$ cat config.mk
export PLATFORM = sky130hd
export DESIGN_NAME = line_buffer_ctrl
export DESIGN_NICKNAME = d
export VERILOG_FILES = /design/src/rtl/lbuf_pkg.sv /design/src/rtl/video_edge_det.sv /design/src/rtl/line_buffer_ctrl.sv
export SDC_FILE = /design/constraint.sdc
export NUM_CORES = 1
export LEC_CHECK = 0
export CORE_ASPECT_RATIO = 1.1
export CORE_MARGIN = 4
export CORE_UTILIZATION = 50
export DETAILED_ROUTE_END_ITERATION = 8
export HOLD_SLACK_MARGIN = 0.02
export PLACE_DENSITY = 0.73
export SETUP_SLACK_MARGIN = 0.1
export SLEW_MARGIN = 25
export SYNTH_ARGS = -nofsm -noshare
export SYNTH_HDL_FRONTEND = slang
export SYNTH_SLANG_ARGS = --single-unit
$ cat constraint.sdc
create_clock -name clk -period 4.42 [get_ports clk]
set_input_delay 0.884 -clock clk [delete_from_list [all_inputs] [get_ports clk]]
set_output_delay 0.884 -clock clk [all_outputs]
set_load 0.05 [all_outputs]
$ cat src/rtl/lbuf_pkg.sv
// Shared definitions for the 3x3 binary-window line buffer: controller state encoding,
// default counter width and window output latency.
package lbuf_pkg;

    localparam int unsigned CNT_W_DEF = 11;
    localparam int unsigned WIN_LAT   = 2;

    typedef enum logic [1:0] {
        StIdle = 2'd0,
        StFill = 2'd1,
        StRun  = 2'd2,
        StDone = 2'd3
    } lbuf_state_e;

endpackage

$ cat src/rtl/video_edge_det.sv
// Registered edge detection for the pre-window frame-valid and line-valid strobes.
module video_edge_det (
    input  logic clk,
    input  logic vs,
    input  logic hs,
    output logic vs_rise,
    output logic vs_fall,
    output logic hs_fall
);

    logic vs_q;
    logic hs_q;

    // The copies track the inputs even through reset, so a frame already in progress at
    // reset release is not mistaken for a fresh frame start.
    always_ff @(posedge clk) begin
        vs_q <= vs;
        hs_q <= hs;
    end

    assign vs_rise = vs & ~vs_q;
    assign vs_fall = ~vs & vs_q;
    assign hs_fall = ~hs & hs_q;

endmodule

$ cat src/rtl/line_buffer_ctrl.sv
// Sequencing controller for the 3x3 binary-window line buffer: position tracking, shift-RAM
// clear and window flags. Define LBUF_CTRL_LEN_CHECK_EN to enable line/frame length checking.
module line_buffer_ctrl
    import lbuf_pkg::*;
#(
    parameter int unsigned IMG_H = 640,
    parameter int unsigned IMG_V = 480,
    parameter int unsigned CNT_W = CNT_W_DEF
) (
    input  logic             clk,
    input  logic             rst,
    input  logic             pre_vs,
    input  logic             pre_hs,
    input  logic             pre_clken,
    output logic             lbuf_clr,
    output logic             win_valid,
    output logic             win_border,
    output logic [CNT_W-1:0] win_col,
    output logic [CNT_W-1:0] win_row,
    output logic             frame_done,
    output logic [1:0]       state_o,
    output logic             err_len
);

    localparam logic [CNT_W-1:0] CntMax = '1;
    localparam logic [CNT_W-1:0] CntOne = CNT_W'(1);

    logic             vs_rise;
    logic             vs_fall;
    logic             hs_fall;
    logic             beat;
    logic             line_end;
    lbuf_state_e      state_q;
    lbuf_state_e      state_d;
    logic [CNT_W-1:0] col_cnt_q;
    logic [CNT_W-1:0] row_cnt_q;
    logic             v1_q;
    logic             beat1_q;
    logic [CNT_W-1:0] col1_q;
    logic [CNT_W-1:0] row1_q;

    video_edge_det u_edge (
        .clk     (clk),
        .vs      (pre_vs),
        .hs      (pre_hs),
        .vs_rise (vs_rise),
        .vs_fall (vs_fall),
        .hs_fall (hs_fall)
    );

    assign beat = pre_hs & pre_clken;
    // Lines without any accepted pixel do not advance the row count.
    assign line_end = hs_fall & (col_cnt_q != '0);

    always_ff @(posedge clk) begin
        if (rst || vs_rise) begin
            col_cnt_q <= '0;
            row_cnt_q <= '0;
        end else begin
            if (hs_fall) begin
                col_cnt_q <= '0;
            end else if (beat && col_cnt_q != CntMax) begin
                col_cnt_q <= col_cnt_q + CntOne;
            end
            if (line_end && row_cnt_q != CntMax) begin
                row_cnt_q <= row_cnt_q + CntOne;
            end
        end
    end

    always_ff @(posedge clk) begin
        if (rst) begin
            state_q <= StIdle;
        end else begin
            state_q <= state_d;
        end
    end

    always_comb begin
        state_d = state_q;
        if (vs_rise) begin
            state_d = StFill;
        end else begin
            unique case (state_q)
                StIdle: state_d = StIdle;
                StFill: begin
                    if (line_end && row_cnt_q == CntOne) begin
                        state_d = StRun;
                    end else if (vs_fall) begin
                        state_d = StIdle;
                    end
                end
                StRun: begin
                    if (line_end && row_cnt_q == CNT_W'(IMG_V - 1)) begin
                        state_d = StDone;
                    end else if (vs_fall) begin
                        state_d = StIdle;
                    end
                end
                StDone:  state_d = StIdle;
                default: state_d = StIdle;
            endcase
        end
    end

    // Two register stages so the flags line up with the matrix outputs.
    always_ff @(posedge clk) begin
        if (rst) begin
            v1_q       <= 1'b0;
            beat1_q    <= 1'b0;
            col1_q     <= '0;
            row1_q     <= '0;
            win_valid  <= 1'b0;
            win_border <= 1'b0;
            win_col    <= '0;
            win_row    <= '0;
            lbuf_clr   <= 1'b0;
        end else begin
            v1_q       <= (state_q == StRun) & beat & (col_cnt_q >= CNT_W'(2));
            beat1_q    <= beat;
            if (beat) begin
                col1_q <= col_cnt_q - CntOne;
                row1_q <= row_cnt_q - CntOne;
            end
            win_valid  <= v1_q;
            win_border <= beat1_q & ~v1_q;
            if (beat1_q) begin
                win_col <= col1_q;
                win_row <= row1_q;
            end
            lbuf_clr   <= vs_rise;
        end
    end

    assign frame_done = (state_q == StDone);
    assign state_o    = state_q;

`ifdef LBUF_CTRL_LEN_CHECK_EN
    logic err_len_q;
    logic in_frame;

    assign in_frame = (state_q == StFill) || (state_q == StRun);

    always_ff @(posedge clk) begin
        if (rst || vs_rise) begin
            err_len_q <= 1'b0;
        end else if (hs_fall && in_frame && col_cnt_q != CNT_W'(IMG_H)) begin
            err_len_q <= 1'b1;
        end else if (state_q == StDone && row_cnt_q != CNT_W'(IMG_V)) begin
            err_len_q <= 1'b1;
        end
    end

    assign err_len = err_len_q;
`else
    assign err_len = 1'b0;
`endif

endmodule

### After elaboration in Yosys (flattened, before gate mapping)

Cells that the tools add are included.

| operators by class | value |
|---|---|
| add/sub/neg operators | 4 |
| order comparisons | 1 |
| equal/unequal tests | 7 |
| multiplexer cells | 5 |
| bitwise logic cells | 12 |
| reductions and logical operators | 10 |

Operators by type and width:

| operator | count |
|---|---|
| $add A11 B1 Y11 const B | 2 |
| $ne A11 B11 Y1 const B | 2 |
| $sub A11 B1 Y11 const B | 2 |
| $eq A11 B1 Y1 const B | 1 |
| $eq A11 B9 Y1 const B | 1 |
| $ge A11 B2 Y1 const B | 1 |
| $reduce_bool A11 Y1 | 1 |
| $and A1 B1 Y1 | 8 |
| $mux W2 | 3 |
| $pmux W2 S3 | 1 |
| $reduce_or A2 Y1 | 3 |
| $eq A2 B2 Y1 const B | 2 |
| $logic_and A1 B1 Y1 | 4 |
| $not A1 Y1 | 4 |
| $eq A2 B1 Y1 const B | 1 |
| $logic_not A2 Y1 | 1 |
| $logic_or A1 B1 Y1 | 1 |
| $mux W1 | 1 |

| word-level totals | value |
|---|---|
| register bits | 75 |
| input port bits | 5 |
| word-level logic and storage cells | 54 |

### Depth between registers and ports, before layout

Gate-level depths: netlist of the first run.

| logic depth | value |
|---|---|
| depth after elaboration | 7 |
| gate-level depth with buffers | 8 |

### By module

From an unflattened synthesis of the first run, not the netlist that was laid out.

| unflattened totals | value |
|---|---|
| cell total of the unflattened synthesis | 387 |
| area, all modules | 3,455.8 µm² |

By module, submodules not included:

| module | instances | cells each | area each (µm²) |
|---|---|---|---|
| line_buffer_ctrl | 1 | 382 | 3,394.5 |
| video_edge_det | 1 | 5 | 61.3 |

### Worst setup path before layout of the first run

Ideal clock, no wire load.

| path | value |
|---|---|
| kind | register to output |
| start point | register state_q[1], in the netlist state_o[1] |
| end point | output frame_done |
| arrival time | 1,158 ps |
| required time | 3,536 ps |
| slack | 2,378 ps |
| stages on the path, launching flop included | 2 |
| buffers on the path | 0 |
| cells stage by stage | dfxtp_1 > and2_1 |

| on the way | value |
|---|---|
| cells in the longest elaborated chain, start to end | 1 |

Ends and longest elaborated chain:

| item | line | text |
|---|---|---|
| start: declaration | line_buffer_ctrl.sv:33 | `lbuf_state_e state_q;` |
| start signal: assignment | line_buffer_ctrl.sv:73 | `state_q <= StIdle;` |
| start signal: assignment | line_buffer_ctrl.sv:75 | `state_q <= state_d;` |
| $eq A2 B2 Y1 | line_buffer_ctrl.sv:135 | `assign frame_done = (state_q == StDone);` |
| end: declaration | line_buffer_ctrl.sv:20 | `output logic frame_done,` |

No other way between the ends.

### Worst setup path after layout of the first run

| path | value |
|---|---|
| start point | input pre_hs |
| end point | register col_cnt_q[4] |

| on the way | value |
|---|---|
| cells in the longest elaborated chain, start to end | 3 |

Ends and longest elaborated chain:

| item | line | text |
|---|---|---|
| start: declaration | line_buffer_ctrl.sv:13 | `input logic pre_hs,` |
| $not A1 Y1 | video_edge_det.sv:23 | `assign hs_fall = ~hs & hs_q;` |
| $and A1 B1 Y1 | video_edge_det.sv:23 |  |
| $reduce_or A2 Y1 (no line) | -- |  |
| end signal: assignment | line_buffer_ctrl.sv:63 | `col_cnt_q <= col_cnt_q + CntOne;` |
| end: declaration | line_buffer_ctrl.sv:35 | `logic [CNT_W-1:0] col_cnt_q;` |

Parallel ways exist; a longest one is shown, timed or not.
A chain may end at the register's enable or synchronous reset.

==> reports/qor.txt, run 1 <==
Final setup vio count -> 0
Core Util, Final -> 58.71%
Crit Path Max Fanout -> 41
P&R area growth vs syn -> 13.37%
Clock network power share -> 37.0%
H-tree depth -> 3
Most used flip-flop cell after synthesis -> dfxtp_1
DRC viols -> 0
WL/cell -> 14.36 um
Most frequent cell after synthesis -> dfxtp_1
Max VDD drop -> 0.1935 mV
Pre-antenna DRT Iters -> 4
Vias in the first global route -> 2488
Core area -> 6594 um2
Cts hold-fix bufs -> 0
Final ANT Viol Nets -> 0
Ys Warns -> 0
Switching power -> 326.4 uW
Combinational Power Share -> 8.2%
Crit-path slowest cell -> clkdlybuf4s50_1
Clk sink count -> 75
Io pins -> 34
Slowest stage delay, CP -> 0.60 ns
Post-cts sizing count -> 0
Setup CP Type -> primary input to flip-flop
Max_slew headroom -> 56.78%
Cell taking the most area after synthesis -> dfxtp_1
Leakage -> 1.429 nW
Worst slew pin tran -> 0.6430 ns
Starting DRT DRC Count -> 97
Crit path time final -> 2.590 ns
Pre-CTS setup slack -> 1.484 ns
WP data arrival -> 2.87 ns
Switch share -> 25.27%
Chip Width -> 86.79 um
# Post-CTS Setup Buffers -> 0
PD cells -> 333.7 nW/um2
Max Cap Viol -> 0
First-pass GRT wire length -> 11.63 mm
Die height -> 94.67 um
Syn avg cell area -> 9.105 um2
CTS Buffer Depth -> 2
Sequential share of the synthesized area -> 43.97%
F_max -> 0.3862 GHz
Initial Util -> 51.78%
Final Hold Vio Count -> 0
Status -> completed
Largest net degree at the start of global routing -> 43
Post-synth EDFFs -> 0
RSZ-0062 raised after global routing -> false
Worst skew pair latency -> 0.35 ns
Synth area leaders -> dfxtp_1 (44%), mux2i_1 (7.3%), nor2_1 (6.3%), a21oi_1 (3.4%), xor2_1 (2.8%)
Number of port buffers -> 32
GPL Wtd Cong -> 0.8787
CTS buffer count -> 9
DR vias/cell -> 5.637
Fin worst setup slack -> 1.830 ns
WP data required -> 4.70 ns
Initial antenna violation count -> 0
Congestion Overflow GR -> 0
Setup TNS -> 0 ns
Clock skew -> 0.006638 ns
Part of the power in registers -> 54.9%
Fin crit share -> 58.59%
Site Rows -> 31
Final hold slack -> 0.4157 ns
Vias post-DR -> 2689
Synth top cells by count -> dfxtp_1 (75), nor2_1 (57), mux2i_1 (25)
Antenna fix cells -> 0
Share of layout cells above drive strength 1 -> 7.089%
Die area -> 8216 um2
Synth cell types -> 50
Worst setup SP type -> primary input
Placed wire-length estimate -> 4.821 mm
Nets -> 402
Clock root buffer -> clkbuf_8
Fillers -> 598
HP Class -> flip-flop to flip-flop
Synth Cell Area -> 3415 um2
Worst-path clk slew -> 0.07 ns
Critical path endpoint category -> flip-flop
Yosys top cell area share -> 43.97%
Synthesized netlist cell count -> 375
Total global-route track usage -> 17.78%
Asr flop ratio synth -> 0%
Crit path cell chain -> clkdlybuf4s50_1 -> and2_1 -> buf_4 -> o311ai_0 -> or3_2 -> a21oi_1
CTS tree -> built
Final Slew Violations -> 0
Yosys reg bits -> 75
Syn nets -> 386
Routed wire length -> 6.852 mm
Int Power -> 965.4 uW
power by group through the flow:
| stage | logic (mW) | clock network [mW] | registers, mW |
|---|---|---|---|
| after floorplan | 0.0659 | 0 | 0.738 |
| after global placement | 0.104 | 0 | 0.724 |
| after detailed placement | 0.106 | 0 | 0.725 |
| after CTS | 0.106 | 0.487 | 0.709 |
| after global routing | 0.115 | 0.514 | 0.711 |
| final | 0.105 | 0.478 | 0.709 |
worst max-delay path, delay by kind of cell:
family	cells	cell delay [ns]
and+or+nand+nor	2	0.62
buffers and inverters	2	0.94
AOI/OAI and AO/OA	2	0.42
path summary, 6_finish.rpt:
kind	startpoint	end	slack, ns	depth (start not counted)
worst max-delay path	pre_hs	col_cnt_q[4]	1.83	6
worst min-delay path	v1_q	win_border	0.42	1
worst min register to register	v1_q	win_border	0.42	1
worst max register to register	col_cnt_q[0]	row_cnt_q[8]	2.19	6
cell families after synthesis:
kind of cell	synth area share, %
AND/OR/NAND/NOR	20.85
flip-flops	43.97
XOR/XNOR	5.130
other	0.1098
multiplexers	7.329
adder cells (fa/ha/maj)	2.199
AO/OA/AOI/OAI	14.58
buffers and inverters	5.826
state kept, by name, summed over array words and instances (netlist names), 2 cells and up:
| signal | cells |
|---|---|
| col1_q | 11 |
| col_cnt_q | 11 |
| state_o | 2 |
| win_col | 11 |
| win_row | 11 |
| row1_q | 11 |
| row_cnt_q | 11 |
final cells by class:
type	count	area (um2)	share of cell area [%]
flip-flops and latches	75	1501	38.78
repair buffers	35	342.8	8.856
clock inverters	4	26.28	0.6787
clock buffers	11	151.4	3.911
inverters	7	26.28	0.6787
well taps	82	102.6	2.650
multi-input cells	263	1720	44.44
cells in the final DEF, fill, tap and decap left out, types with 4 or more instances in the layout:
cell type and instances:
inv_1 7, clkdlybuf4s50_1 32, xor2_1 11, clkbuf_8 11
a211oi_1 12, a21oi_1 23, nor4_1 4, nand2_1 9
ha_1 6, and4_1 4, or3_1 4, xnor2_1 9
o21ai_0 14, nor3_1 4, mux2i_1 25, o31ai_1 8
or4_1 6, nand4_1 8, dfxtp_1 75, nand3_1 13
nor2_1 57, nor2b_1 6
metal layers:
metal	share of wire, %	global-route usage, %	up-vias
met5	0	0	-
met4	2.2	6.753	0
met3	4.9	5.497	15
met2	43	26.90	64
met1	49	23.66	1242
li1	-	-	1368
metrics by stage:
step	cell area, um2	cells	power [mW]
after floorplan	3415	375	0.8041
after global placement	3687	462	0.8276
after detailed placement	3687	462	0.8301
after CTS	3865	477	1.302
after global routing	3871	477	1.341
final	3871	477	1.292
Power figures use the tool's default switching activity.
==> inputs of run 2 (changes only) <==
==> constraint.sdc (replaced) <==
create_clock -name clk -period 2.7 [get_ports clk]
set_input_delay 0.54 -clock clk [delete_from_list [all_inputs] [get_ports clk]]
set_output_delay 0.54 -clock clk [all_outputs]
set_load 0.05 [all_outputs]
==> reports/qor.txt, run 2 (synthesis results as in run 1) <==
Part of the power in registers -> 52.7% (-2.2 points)
CP endpoint -> frame_done
Nets -> 405 (+0.75%)
Final Slew Violations -> 0 (unchanged)
Most common cell after layout, fill and taps aside -> dfxtp_1
Initial Util -> 51.78% (unchanged)
RSZ-0062 raised after global routing -> false
Fin worst setup slack -> 0.4944 ns (-1.336 ns)
Int Power -> 1.637 mW (+70%)
Site Rows -> 31 (unchanged)
DR vias/cell -> 5.678 (+0.72%)
FF-to-FF Start -> col_cnt_q[0]
Leading cell types in the layout, fill and taps excluded -> dfxtp_1 (75), nor2_1 (57), clkdlybuf4s50_1 (32), mux2i_1 (25), a21oi_1 (23)
CP startpoint -> state_o[1]
P&R area growth vs syn -> 14.51%
Switch share -> 25.62% (+0.36 points)
Pre-CTS setup slack -> 0.4481 ns (-1.036 ns)
Critical path endpoint category -> output port
PD cells -> 562.8 nW/um2 (+69%)
Clock root buffer -> clkbuf_8
Die height -> 94.67 um (unchanged)
Post-cts sizing count -> 0 (unchanged)
Worst setup SP type -> flip-flop
Starting DRT DRC Count -> 120 (+24%)
Largest net degree at the start of global routing -> 41 (-4.7%)
Share of layout cells above drive strength 1 -> 7.769% (+0.68 points)
Status -> completed
Design Area, Final -> 3910 um2 (+1.0%)
Clock skew -> 0.01080 ns (+0.004167 ns)
Switching power -> 563.8 uW (+73%)
Max VDD drop -> 0.4166 mV (+120%)
Core area -> 6594 um2 (unchanged)
Die area -> 8216 um2 (unchanged)
Final setup vio count -> 0 (unchanged)
Routed wire length -> 6.995 mm (+2.1%)
Clock network power share -> 39.3% (+2.3 points)
Max_slew headroom -> 44.81% (-12 points)
Setup TNS -> 0 ns (unchanged)
Cell area after placement -> 3710 um2 (+0.61%)
Final Hold Vio Count -> 0 (unchanged)
Worst-path clk slew -> 0.08 ns (about the same)
GPL Wtd Cong -> 0.8684 (-1.2%)
Max Cap Viol -> 0 (unchanged)
Number of port buffers -> 32 (unchanged)
WP data required -> 2.16 ns (-2.54 ns)
Final ANT Viol Nets -> 0 (unchanged)
First-pass GRT wire length -> 11.79 mm (+1.4%)
Combinational Power Share -> 8.0% (-0.2 points)
CTS tree -> built
Worst skew pair latency -> 0.34 ns (about the same)
Setup CP Type -> flip-flop to output port
Crit Path Max Fanout -> 5 (-88%)
Clk sink count -> 75 (unchanged)
HP Class -> flip-flop to flip-flop
Leakage -> 1.446 nW (+1.2%)
CTS Buffer Depth -> 2 (unchanged)
Antenna fix cells -> 0 (unchanged)
H-tree depth -> 3 (unchanged)
Total global-route track usage -> 17.95% (+0.17 points)
Reg2Reg Setup Slack -> 0.54 ns (-1.65 ns)
Pre-antenna DRT Iters -> 4 (unchanged)
DRC viols -> 0 (unchanged)
WP data arrival -> 1.67 ns (-1.20 ns)
Placed wire-length estimate -> 4.934 mm (+2.3%)
# Post-CTS Setup Buffers -> 0 (unchanged)
Worst slew pin tran -> 0.8202 ns (+0.1772 ns)
Vias in the first global route -> 2508 (+0.80%)
Vias post-DR -> 2731 (+1.6%)
WL/cell -> 14.54 um (+1.2%)
Chip Width -> 86.79 um (unchanged)
Path depth of the worst reg2reg path -> 6 (unchanged)
Crit path time final -> 2.206 ns
Congestion Overflow GR -> 0 (unchanged)
RR Endpoint -> row_cnt_q[1]
Cts hold-fix bufs -> 0 (unchanged)
Io pins -> 34 (unchanged)
CTS buffer count -> 9 (unchanged)
Fin crit share -> 81.69%
F_max -> 0.4534 GHz
Initial antenna violation count -> 0 (unchanged)
==> run 2: worst min path at each step <==
| stage | from | end | slack (ns) | cells past startpoint |
|---|---|---|---|---|
| after global routing | v1_q | win_border | 0.48 | 1 |
| final | v1_q | win_border | 0.45 | 1 |
| after detailed placement | v1_q | win_border | 0.43 | 1 |
| after CTS | v1_q | win_border | 0.46 | 1 |
| after floorplan | v1_q | win_border | 0.39 | 1 |
| after global placement | v1_q | win_border | 0.40 | 1 |
==> run 2: cell type report <==
| type | count | area [um2] |
|---|---|---|
| repair buffers | 38 | 365.4 |
| flip-flops and latches | 75 | 1501 |
| multi-input cells | 263 | 1714 |
| clock inverters | 7 | 76.32 |
| clock buffers | 9 | 123.9 |
| fillers | 594 | 2684 |
| inverters | 7 | 26.28 |
| well taps | 82 | 102.6 |
==> run 2: worst max-delay path: stages, from the launching register on <==
cell and delay [ns]:
dfxtp_1 0.39, and2_1 0.14, clkdlybuf4s50_1 0.79
==> run 2: per-layer routing <==
metal / vias up / wire [um] / track usage, %
met1: 1272 / 3497 / 24.13
met4: 0 / 127 / 6.883
met5: - / 0 / 0
met2: 63 / 3108 / 28.16
li1: 1384 / - / -
met3: 12 / 262 / 3.752
==> run 2: power by group through the flow <==
| stage | clock network [mW] | logic [mW] | registers [mW] |
|---|---|---|---|
| finish | 0.865 | 0.176 | 1.16 |
| global placement | 0 | 0.173 | 1.18 |
| global route | 0.941 | 0.193 | 1.16 |
| CTS | 0.886 | 0.177 | 1.16 |
| floorplan | 0 | 0.108 | 1.21 |
| detailed placement | 0 | 0.176 | 1.19 |
==> run 2: per-stage QoR <==
step	instances	power [mW]	util [%]	hold WS, ns
detailed placement	465	1.362	56.26	0.4348
global placement	465	1.358	56.26	0.4016
floorplan	375	1.316	-	0.3896
finish	481	2.200	59.30	0.4465
global route	481	2.298	59.30	0.4785
CTS	481	2.223	59.30	0.4593
